<file path="src/rtl/hazard_ctrl.sv">
// Pipeline hazard controller: load-use bubbles, taken-jump flushes and data-cache
// miss freezes, with a saturating stall counter and a sticky miss watchdog.
module hazard_ctrl (
  input  logic        clk,
  input  logic        rst,
  input  logic [4:0]  ID_Rs,
  input  logic [4:0]  ID_Rt,
  input  logic        ID_uses_Rt,
  input  logic        EX_MemtoReg,
  input  logic [4:0]  EX_WR_out,
  input  logic        EX_jump_taken,
  input  logic        D_req,
  input  logic        D_ready,
  output logic        PCWrite,
  output logic        IF_IDWrite,
  output logic        IF_Flush,
  output logic        ID_EXWrite,
  output logic        ID_Flush,
  output logic        EX_MWrite,
  output logic        M_WBFlush,
  output logic [15:0] stall_cnt,
  output logic        miss_timeout
);

  typedef enum logic {
    ST_RUN  = 1'b0,
    ST_MISS = 1'b1
  } state_t;

  state_t      r_state;
  state_t      w_state_next;
  logic        w_miss;
  logic        w_load_use;
  logic [7:0]  r_miss_cnt;
  logic [7:0]  w_miss_cnt_next;
  logic [15:0] r_stall_cnt;
  logic        r_miss_timeout;

  // EX_MemtoReg low marks a load; register 0 never creates a dependency.
  assign w_load_use = !EX_MemtoReg && (EX_WR_out != 5'd0) &&
                      ((EX_WR_out == ID_Rs) || (ID_uses_Rt && (EX_WR_out == ID_Rt)));
  assign w_miss     = D_req && !D_ready;

  always_ff @(posedge clk) begin
    if (rst) begin
      r_state <= ST_RUN;
    end else begin
      r_state <= w_state_next;
    end
  end

  // Priority: reset, then miss, then jump, then load-use.
  always_comb begin
    w_state_next = ST_RUN;
    PCWrite      = 1'b1;
    IF_IDWrite   = 1'b1;
    IF_Flush     = 1'b0;
    ID_EXWrite   = 1'b1;
    ID_Flush     = 1'b0;
    EX_MWrite    = 1'b1;
    M_WBFlush    = 1'b0;
    if (rst) begin
      PCWrite    = 1'b0;
      IF_IDWrite = 1'b0;
      ID_EXWrite = 1'b0;
      EX_MWrite  = 1'b0;
      IF_Flush   = 1'b1;
      ID_Flush   = 1'b1;
      M_WBFlush  = 1'b1;
    end else if (w_miss) begin
      w_state_next = ST_MISS;
      PCWrite      = 1'b0;
      IF_IDWrite   = 1'b0;
      ID_EXWrite   = 1'b0;
      EX_MWrite    = 1'b0;
      M_WBFlush    = 1'b1;
    end else if (EX_jump_taken) begin
      IF_Flush = 1'b1;
      ID_Flush = 1'b1;
    end else if (w_load_use) begin
      PCWrite    = 1'b0;
      IF_IDWrite = 1'b0;
      ID_Flush   = 1'b1;
    end
  end

  // Miss duration counts cycles spent in MISS; cleared on the RUN->MISS transition.
  always_comb begin
    w_miss_cnt_next = r_miss_cnt;
    if (r_state == ST_RUN && w_state_next == ST_MISS) begin
      w_miss_cnt_next = 8'd0;
    end else if (r_state == ST_MISS && r_miss_cnt != 8'hFF) begin
      w_miss_cnt_next = r_miss_cnt + 8'd1;
    end
  end

  always_ff @(posedge clk) begin
    if (rst) begin
      r_miss_cnt     <= 8'd0;
      r_stall_cnt    <= 16'd0;
      r_miss_timeout <= 1'b0;
    end else begin
      r_miss_cnt <= w_miss_cnt_next;
      if (!PCWrite && r_stall_cnt != 16'hFFFF) begin
        r_stall_cnt <= r_stall_cnt + 16'd1;
      end
      if (w_miss_cnt_next == 8'hFF) begin
        r_miss_timeout <= 1'b1;
      end
    end
  end

  assign stall_cnt    = r_stall_cnt;
  assign miss_timeout = r_miss_timeout;

endmodule

</file>
<file path="config.mk">
export PLATFORM = sky130hd
export DESIGN_NAME = hazard_ctrl
export DESIGN_NICKNAME = d
export VERILOG_FILES = /design/src/rtl/hazard_ctrl.sv
export SDC_FILE = /design/constraint.sdc
export NUM_CORES = 1
export LEC_CHECK = 0
export ABC_AREA = 1
export CAP_MARGIN = 20
export CORE_ASPECT_RATIO = 1.5
export CORE_MARGIN = 2
export CORE_UTILIZATION = 53
export DETAILED_ROUTE_END_ITERATION = 12
export GPL_TIMING_DRIVEN = 0
export PLACE_DENSITY = 0.93
export REMOVE_ABC_BUFFERS = 1
export SLEW_MARGIN = 20
export SYNTH_ARGS = -nofsm -noshare
export SYNTH_HDL_FRONTEND = slang
export SYNTH_SLANG_ARGS = --single-unit
</file>
<file path="constraint.sdc">
create_clock -name clk -period 3.3 [get_ports clk]
set_input_delay 0.66 -clock clk [delete_from_list [all_inputs] [get_ports clk]]
set_output_delay 0.66 -clock clk [all_outputs]
set_load 0.005 [all_outputs]
</file>
**Word-level counts from Yosys, hierarchy flattened**

Index checks and enable logic that the tools add are counted.

- Add/sub/neg operators: 2
- Equality and inequality tests: 5
- Multiplexer cells: 18
- Reductions and logical operators: 12
- Bitwise operators: 1

Operators by type and width:

| cell | number |
|---|---|
| 16-bit by 1-bit adder with 16-bit output, second input constant | 1 |
| 1-bit 2-to-1 mux | 16 |
| 8-bit 2-to-1 mux | 2 |
| 16-bit != test, second input constant | 1 |
| 5-bit == test | 2 |
| 8-bit by 1-bit adder with 8-bit output, second input constant | 1 |
| 8-bit == test, second input constant | 1 |
| 8-bit != test, second input constant | 1 |
| 1-bit logical AND | 7 |
| 5-bit nonzero test | 1 |
| 1-bit zero test | 3 |
| 1-bit logical OR | 1 |
| 1-bit NOT | 1 |

- Register bits: 26
- Word-level logic and storage cells: 42
- Bits of input ports: 22
- Output and inout port bits: 24

**Depth between registers and ports, before layout**

Gate-level depths: netlist of run 1.

- Depth in word-level cells: 10
- Mapped depth: 12
- Mapped depth without buffers: 12

**Worst setup path after synthesis of run 1**

No wires, ideal clock.

- Kind: input to output
- Start point: in rst
- End point: out PCWrite
- Data required time: 2.640 ns
- Slack: 0.976 ns
- Cell stages on the path: 7
- Arrival time: 1.664 ns
- Cells stage by stage: clkbuf_1 -> nor2_1 -> nand2_1 -> buf_4 -> buf_4 -> inv_2 -> buf_4

- Longest elaborated chain between the ends: 1

Ends and longest elaborated chain:

| what | RTL line | source |
|---|---|---|
| start: declaration | 5 | `input logic rst,` |
| 1-bit 2-to-1 mux | n/a |  |
| end: declaration | 14 | `output logic PCWrite,` |

No other way between the ends.

**Worst setup path in the final report of run 1**

- Start point: in EX_WR_out[4]
- End point: out IF_IDWrite

- Longest elaborated chain between the ends: 8

Ends and longest elaborated chain:

| what | RTL line | source |
|---|---|---|
| start: declaration | 10 | `input logic [4:0] EX_WR_out,` |
| 5-bit == test | 41 | `((EX_WR_out == ID_Rs) \|\| (ID_uses_Rt && (EX_WR_out == ID_Rt)));` |
| 1-bit logical AND | 41 |  |
| 1-bit logical OR | 41 |  |
| 1-bit logical AND (*) | 40 | `assign w_load_use = !EX_MemtoReg && (EX_WR_out != 5'd0) &&` |
| 1-bit 2-to-1 mux (*) | 80 | `end else if (w_load_use) begin` |
| 1-bit 2-to-1 mux (*) | 77 | `end else if (EX_jump_taken) begin` |
| 1-bit 2-to-1 mux (*) | 70 | `end else if (w_miss) begin` |
| 1-bit 2-to-1 mux (*) | 62 | `if (rst) begin` |
| end: declaration | 15 | `output logic IF_IDWrite,` |

Mark *: on every way between the ends. The rest lies on a longest branch, timed or not.

==> results_dict.tcl, run 1 <==
set metrics [dict create \
    clk_root_buffer_cell "sky130_fd_sc_hd__clkbuf_8" \
    path_common_cell "sky130_fd_sc_hd__nand2_1" \
    syn-cell-area_mm2 0.00178 \
    cts_setup_buffers 0 \
    dieWidth_um 51.4 \
    antenna_violating_nets_post_route 0 \
    fill_cells 265 \
    syn_inst 287 \
    share_comb_of_total_power 0.173 \
    fmax_ghz 0.317 \
    synthArstFlopShare 0 \
    io_buffers 45 \
    pre_cts_slack_ns -0.673 \
    vdd.ir_drop.worst_mv 0.260 \
    tritoncts "built" \
    netlist-cell-type-count 25 \
    timing.critical_path.from_type "primary input" \
    ys_seq_area_frac 0.292 \
    aggregate_negative_setup_slack_ns 0 \
    grt_pass1_wl_um 7140 \
    final_nets 352 \
    placement_rows 25 \
    cts.clk_slew.worst_paths_ns 0.09 \
    final.min_clock_period_ns 3.15 \
    p_int_mw 0.482 \
    cp.buffers_inverters 4 \
    hp-start "miss_timeout" \
    worstReg2RegEnd "stall_cnt[6]" \
    yosysTopAreaCell "sky130_fd_sc_hd__dfxtp_1" \
    largest_family_of_logic_cells_by_synthesized_area "simple AND/OR/NAND/NOR gates" \
    design.core.area_mm2 0.00319 \
    cts-htree-levels 1 \
    yosys-top-cells-area "sky130_fd_sc_hd__dfxtp_1 29%, sky130_fd_sc_hd__nand2_1 17%, sky130_fd_sc_hd__nand3_1 10%" \
    crit_type "in2out" \
    power_switching_share 0.245 \
    detailed_router_s_first_iteration_violation_count 65 \
    synth_compound_gate_area_share 0.0870 \
    crit_fanout 10 \
    wirelength_um 4250 \
    synth-edff-count 0 \
    power.switching_mw 0.156 \
    grt_antenna_before_repair 0 \
    dpl.hpwl_um 3110 \
    clock_sink_count 26 \
    global_route.overflow_total 0 \
    worst_r2r_startpoint "stall_cnt[0]" \
    worst-r2r-setup-slack_ns 1.12 \
    endpoint_with_the_worst_hold_slack "miss_timeout" \
    rsz0062_at_grt "false" \
    clk_latency_ns 0.26 \
    holdCritPathClass "reg2reg" \
    max_cap_violations 0 \
    globalplace.congestion 0.830 \
    crit_arrival_ns 2.49 \
    finalSetupViolCount 0 \
    timing.max_slew.rel_slack 0.582 \
    antennaDiodeCount 0 \
    run_status "finished, final reports clean" \
    post_dp_cell_area_mm2 0.00222 \
    worstHoldPathCells 2 \
    route.vias.total 1887 \
    ys.flop_type "sky130_fd_sc_hd__dfxtp_1" \
    stdcell_area_mm2 0.00229 \
    drt_drc_violations_left 0 \
    crit_path_max_incr_delay_ns 0.53 \
    synth.cells.most_frequent "81 x sky130_fd_sc_hd__nand2_1, 40 x sky130_fd_sc_hd__nor2_1, 38 x sky130_fd_sc_hd__inv_1" \
    yosys.area_share.adder 0.0140 \
    layout_setup_ws_ns 0.146 \
    grt_max_degree 27 \
    synthesis.yosys.warnings 0 \
    grt.total_usage 0.235 \
    vias_per_cell 5.14 \
    number_of_cells_traversed_by_the_worst_register_to_register_path 9 \
    cpMaxStageDelayCell "sky130_fd_sc_hd__clkdlybuf4s50_1" \
    drtPass1Iterations 4 \
    netlist.area_leader.share 0.292 \
    finClkSkew_ns 0.00399 \
    worstSetupEndpointType "output pin" \
    timing.critical_path.required_ns 2.64 \
    die_y_um 75.0 \
    post_synth.cell_area_avg_um2 6.21 \
    power_per_cell_area_mw_per_mm2 278 \
    crit_family "buffers and inverters" \
    hold_viol 0 \
    effective_utilization_at_floorplan 0.559 \
    drive_above_1_share 0.0917 \
    cts-buffers-inserted 3 \
    grt_pass1_vias 1762 \
    most_frequent_cell_after_synthesis "sky130_fd_sc_hd__nand2_1" \
    synth-seq-cells 26 \
    drv_slew 0 \
    crit_chain "clkdlybuf4s50_1 -> inv_1 -> nand2_1 -> nand2_1 -> nor2_1 -> nand3_1 -> nand2_1 -> nand3_1 -> nand2_4 -> inv_2 -> clkdlybuf4s50_1" \
    worst-slew-pin-transition_ns 0.627 \
    cts_hold_repair.buffers 0 \
    synth-simple-area-share 0.413 \
    die_area_mm2 0.00385 \
    synth-xor-area-share 0.0688 \
    cellLeakagePower_nw 0.992 \
    area_growth_pct 28.6 \
    timing.final.crit_share 0.956 \
    routed_wire_length_per_instance_um 11.6 \
    num_io_pins 46 \
    power_frac_clock 0.315 \
    seq_power_share 0.512 \
    yosys-mux-area-fraction 0 \
    clockBufferDepth 2 \
]
[per-stage QoR]
stage | utilization | cells | hold slack [ns] | power (mW)
final | 0.719 | 367 | 0.452 | 0.638
after global routing | 0.719 | 367 | 0.488 | 0.666
after CTS | 0.715 | 366 | 0.459 | 0.638
after detailed placement | 0.696 | 362 | 0.445 | 0.441
after global placement | 0.696 | 362 | 0.444 | 0.438
after floorplan | - | 277 | 0.441 | 0.379
[kinds of logic after synthesis]
| group | count (synthesis) |
|---|---|
| compound gates | 22 |
| xor+xnor | 14 |
| fa+ha+maj | 2 |
| buf+inv | 53 |
| flops | 26 |
| simple gates | 170 |
[state kept, by name (all words and copies together), names as in the netlist]
name / count
miss_timeout: 1
r_miss_cnt: 8
r_state: 1
stall_cnt: 16
[worst min-delay path: stages, from the launching register on]
cell and delay [ns]:
sky130_fd_sc_hd__dfxtp_1 0.32, sky130_fd_sc_hd__inv_1 0.04, sky130_fd_sc_hd__a21oi_1 0.05
[how the worst max path moves through the flow]
stage                       startpoint    endpoint  slack (ns)  depth (start not counted)
after CTS                 EX_WR_out[4]  IF_IDWrite        0.07                         11
after global routing      EX_WR_out[0]  IF_IDWrite        0.02                         11
after floorplan                D_ready  IF_IDWrite        1.07                          6
after global placement             rst     PCWrite       -0.68                          5
final                     EX_WR_out[4]  IF_IDWrite        0.15                         11
after detailed placement           rst  IF_IDWrite       -0.67                          5
[power groups by stage]
stage / logic [mW] / clock network, mW / registers (mW)
2_1_floorplan: 0.0469 / 0 / 0.332
3_3_place_gp: 0.105 / 0 / 0.333
3_5_place_dp: 0.107 / 0 / 0.334
4_1_cts: 0.108 / 0.203 / 0.326
5_1_grt: 0.123 / 0.216 / 0.327
6_report: 0.111 / 0.201 / 0.327
[cell type report]
cell class / instances / area, µm² / area share
clock buffers: 4 / 55.1 / 0.0240
inverters: 43 / 161 / 0.0704
multi-input cells: 209 / 1050 / 0.460
flip-flops and latches: 26 / 520 / 0.227
well taps: 40 / 50.0 / 0.0218
repair buffers: 45 / 452 / 0.197
[routing by layer]
layer	global-route usage	share of wire	wire [µm]
met4	0.0673	0.010	43
met5	0	0	0
met1	0.249	0.40	1700
met2	0.483	0.55	2330
met3	0.0198	0.040	170
[placed cells by master (no fill, tap or decap), types with 2 or more instances in the layout]
cell / n
sky130_fd_sc_hd__a21oi_1: 7
sky130_fd_sc_hd__a21oi_2: 10
sky130_fd_sc_hd__a31o_2: 2
sky130_fd_sc_hd__clkbuf_8: 4
sky130_fd_sc_hd__clkdlybuf4s50_1: 44
sky130_fd_sc_hd__dfxtp_1: 26
sky130_fd_sc_hd__ha_1: 2
sky130_fd_sc_hd__inv_1: 38
sky130_fd_sc_hd__inv_2: 4
sky130_fd_sc_hd__nand2_1: 80
sky130_fd_sc_hd__nand2_2: 4
sky130_fd_sc_hd__nand2_4: 2
sky130_fd_sc_hd__nand3_1: 36
sky130_fd_sc_hd__nand4_1: 5
sky130_fd_sc_hd__nor2_1: 39
sky130_fd_sc_hd__o21ai_0: 3
sky130_fd_sc_hd__xnor2_1: 4
sky130_fd_sc_hd__xor2_1: 10
[repair_timing]
action                                  in CTS  in global routing
cloned                                       0                  1
endpoints found under the setup margin       7                  2
gates resized for setup                      4                  2
hold endpoints to repair                     0                  0
Power figures use the tool's default switching activity.
==> inputs of run 2 (changes only) <==
Settings changed: CELL_PAD_IN_SITES_DETAIL_PLACEMENT from default to 1, CELL_PAD_IN_SITES_GLOBAL_PLACEMENT from default to 1, CORE_UTILIZATION 53 to 33, PLACE_DENSITY 0.93 to 0.86.
Clock period 3.3 ns to 3.2 ns, I/O delays scaled along.
==> results_dict.tcl, run 2 (synthesis gave the netlist of run 1 again) <==
set metrics [dict create \
    clockBufferDepth 2 \
    drv_slew 0 \
    fill_cells 682 \
    clk_root_buffer_cell "sky130_fd_sc_hd__clkbuf_8" \
    cts-buffers-inserted 3 \
    cts_hold_repair.buffers 0 \
    globalplace.congestion 0.844 \
    finalSetupViolCount 0 \
    final_nets 354 \
    clock_sink_count 26 \
    largest_reg_flops 16 \
    numPlacedInstances 390 \
    crit_chain "clkdlybuf4s50_1 -> inv_1 -> nand2_1 -> inv_1 -> nor2_1 -> nand2_4 -> inv_2 -> clkdlybuf4s50_1" \
    route.vias.total 1927 \
    number_of_cells_traversed_by_the_worst_register_to_register_path 9 \
    cp.depth 8 \
    dieWidth_um 64.0 \
    grt_max_degree 27 \
    report.power.total_mw 0.650 \
    cts.clk_slew.worst_paths_ns 0.09 \
    grt_pass1_vias 1961 \
    num_io_pins 46 \
    design.core.area_mm2 0.00516 \
    drtPass1Iterations 4 \
    vias_per_cell 4.87 \
    timing.max_slew.rel_slack 0.595 \
    timing.critical_path.required_ns 2.56 \
    crit_family "buffers and inverters" \
    rsz0062_at_grt "false" \
    worstHoldPathCells 2 \
    crit_path_max_incr_delay_ns 0.50 \
    worstSetupEndpointType "output pin" \
    crit_fanout 5 \
    fin_cells 396 \
    clk_latency_ns 0.27 \
    effective_utilization_at_floorplan 0.345 \
    finish.utilization 0.450 \
    timing.critical_path.from_type "primary input" \
    drt_drc_violations_left 0 \
    cellLeakagePower_nw 0.993 \
    cpMaxStageDelayCell "sky130_fd_sc_hd__clkdlybuf4s50_1" \
    cp.buffers_inverters 5 \
    worst-slew-pin-transition_ns 0.607 \
    final.min_clock_period_ns 3.05 \
    die_y_um 94.0 \
    io_buffers 45 \
    detailed_router_s_first_iteration_violation_count 60 \
    fin_hold_ws_ns 0.459 \
    grt.total_usage 0.183 \
    routed_wire_length_per_instance_um 13.6 \
    crit_type "in2out" \
    timing.final.crit_share 0.952 \
    grt_antenna_before_repair 0 \
    fmax_ghz 0.328 \
    die_area_mm2 0.00602 \
    antennaDiodeCount 0 \
    grt_pass1_wl_um 8810 \
    vdd.ir_drop.worst_mv 0.140 \
    drive_above_1_share 0.0945 \
    finClkSkew_ns 0.00430 \
    run_status "finished, final reports clean" \
    most-common-layout-cells "80 x sky130_fd_sc_hd__nand2_1, 44 x sky130_fd_sc_hd__clkdlybuf4s50_1, 40 x sky130_fd_sc_hd__nor2_1" \
    max_cap_violations 0 \
    dpl.hpwl_um 3980 \
    placement_rows 32 \
    antenna_violating_nets_post_route 0 \
    crit_arrival_ns 2.41 \
    aggregate_negative_setup_slack_ns 0 \
    hold_viol 0 \
    area_growth_pct 30.5 \
    cts-htree-levels 1 \
    holdCritPathClass "reg2reg" \
    final_common_cell "sky130_fd_sc_hd__nand2_1" \
    tritoncts "built" \
    wirelength_um 5380 \
    power_per_cell_area_mw_per_mm2 279 \
    global_route.overflow_total 0 \
]
==> run 2: tightest hold or removal path, delay by kind of cell, from the launching register on <==
kind / cells / cell delay [ns]
AO/OA/AOI/OAI: 1 / 0.05
buffers and inverters: 1 / 0.05
flip-flops: 1 / 0.32
==> run 2: final timing paths <==
kind / from / end / slack [ns]
setup / recovery: D_ready / IF_IDWrite / 0.15
setup reg to reg: stall_cnt[0] / stall_cnt[4] / 0.98
hold / removal: miss_timeout / miss_timeout / 0.46
hold reg to reg: miss_timeout / miss_timeout / 0.46
==> run 2: what timing repair did <==
item / 4_1_cts / 5_1_grt
gates cloned: 0 / 1
setup endpoints to repair: 2 / 2
resized for setup: 2 / 1
setup buffers: 0 / 2
==> run 2: final cells by class <==
| type | instances | area (µm²) | area share |
|---|---|---|---|
| clock buffers | 3 | 41.3 | 0.0178 |
| inverters | 43 | 161 | 0.0694 |
| multi-input cells | 209 | 1060 | 0.455 |
| flip-flops and latches | 26 | 520 | 0.224 |
| well taps | 68 | 85.1 | 0.0366 |
| repair buffers | 47 | 460 | 0.198 |
==> run 2: where the power goes <==
group | switching (mW) | total, mW | leakage, nW | internal [mW]
Sequential | 0.00812 | 0.337 | 0.210 | 0.329
Combinational | 0.0609 | 0.120 | 0.761 | 0.0594
Clock | 0.107 | 0.192 | 0.0216 | 0.0846
==> run 2: metal layers <==
| metal | global-route usage | up-vias | part of all wire |
|---|---|---|---|
| met3 | 0.0120 | 8 | 0.025 |
| met2 | 0.365 | 29 | 0.56 |
| met1 | 0.196 | 912 | 0.40 |
| met4 | 0.0634 | 0 | 0.017 |
| met5 | 0 | - | 0 |
| li1 | - | 978 | - |
==> run 2: metrics by stage <==
stage / cell area [µm²] / setup WS [ns]
floorplan: 1720 / 1.01
global placement: 2260 / -0.896
detailed placement: 2250 / -0.284
CTS: 2300 / 0.0493
global route: 2330 / 0.0334
finish: 2330 / 0.152
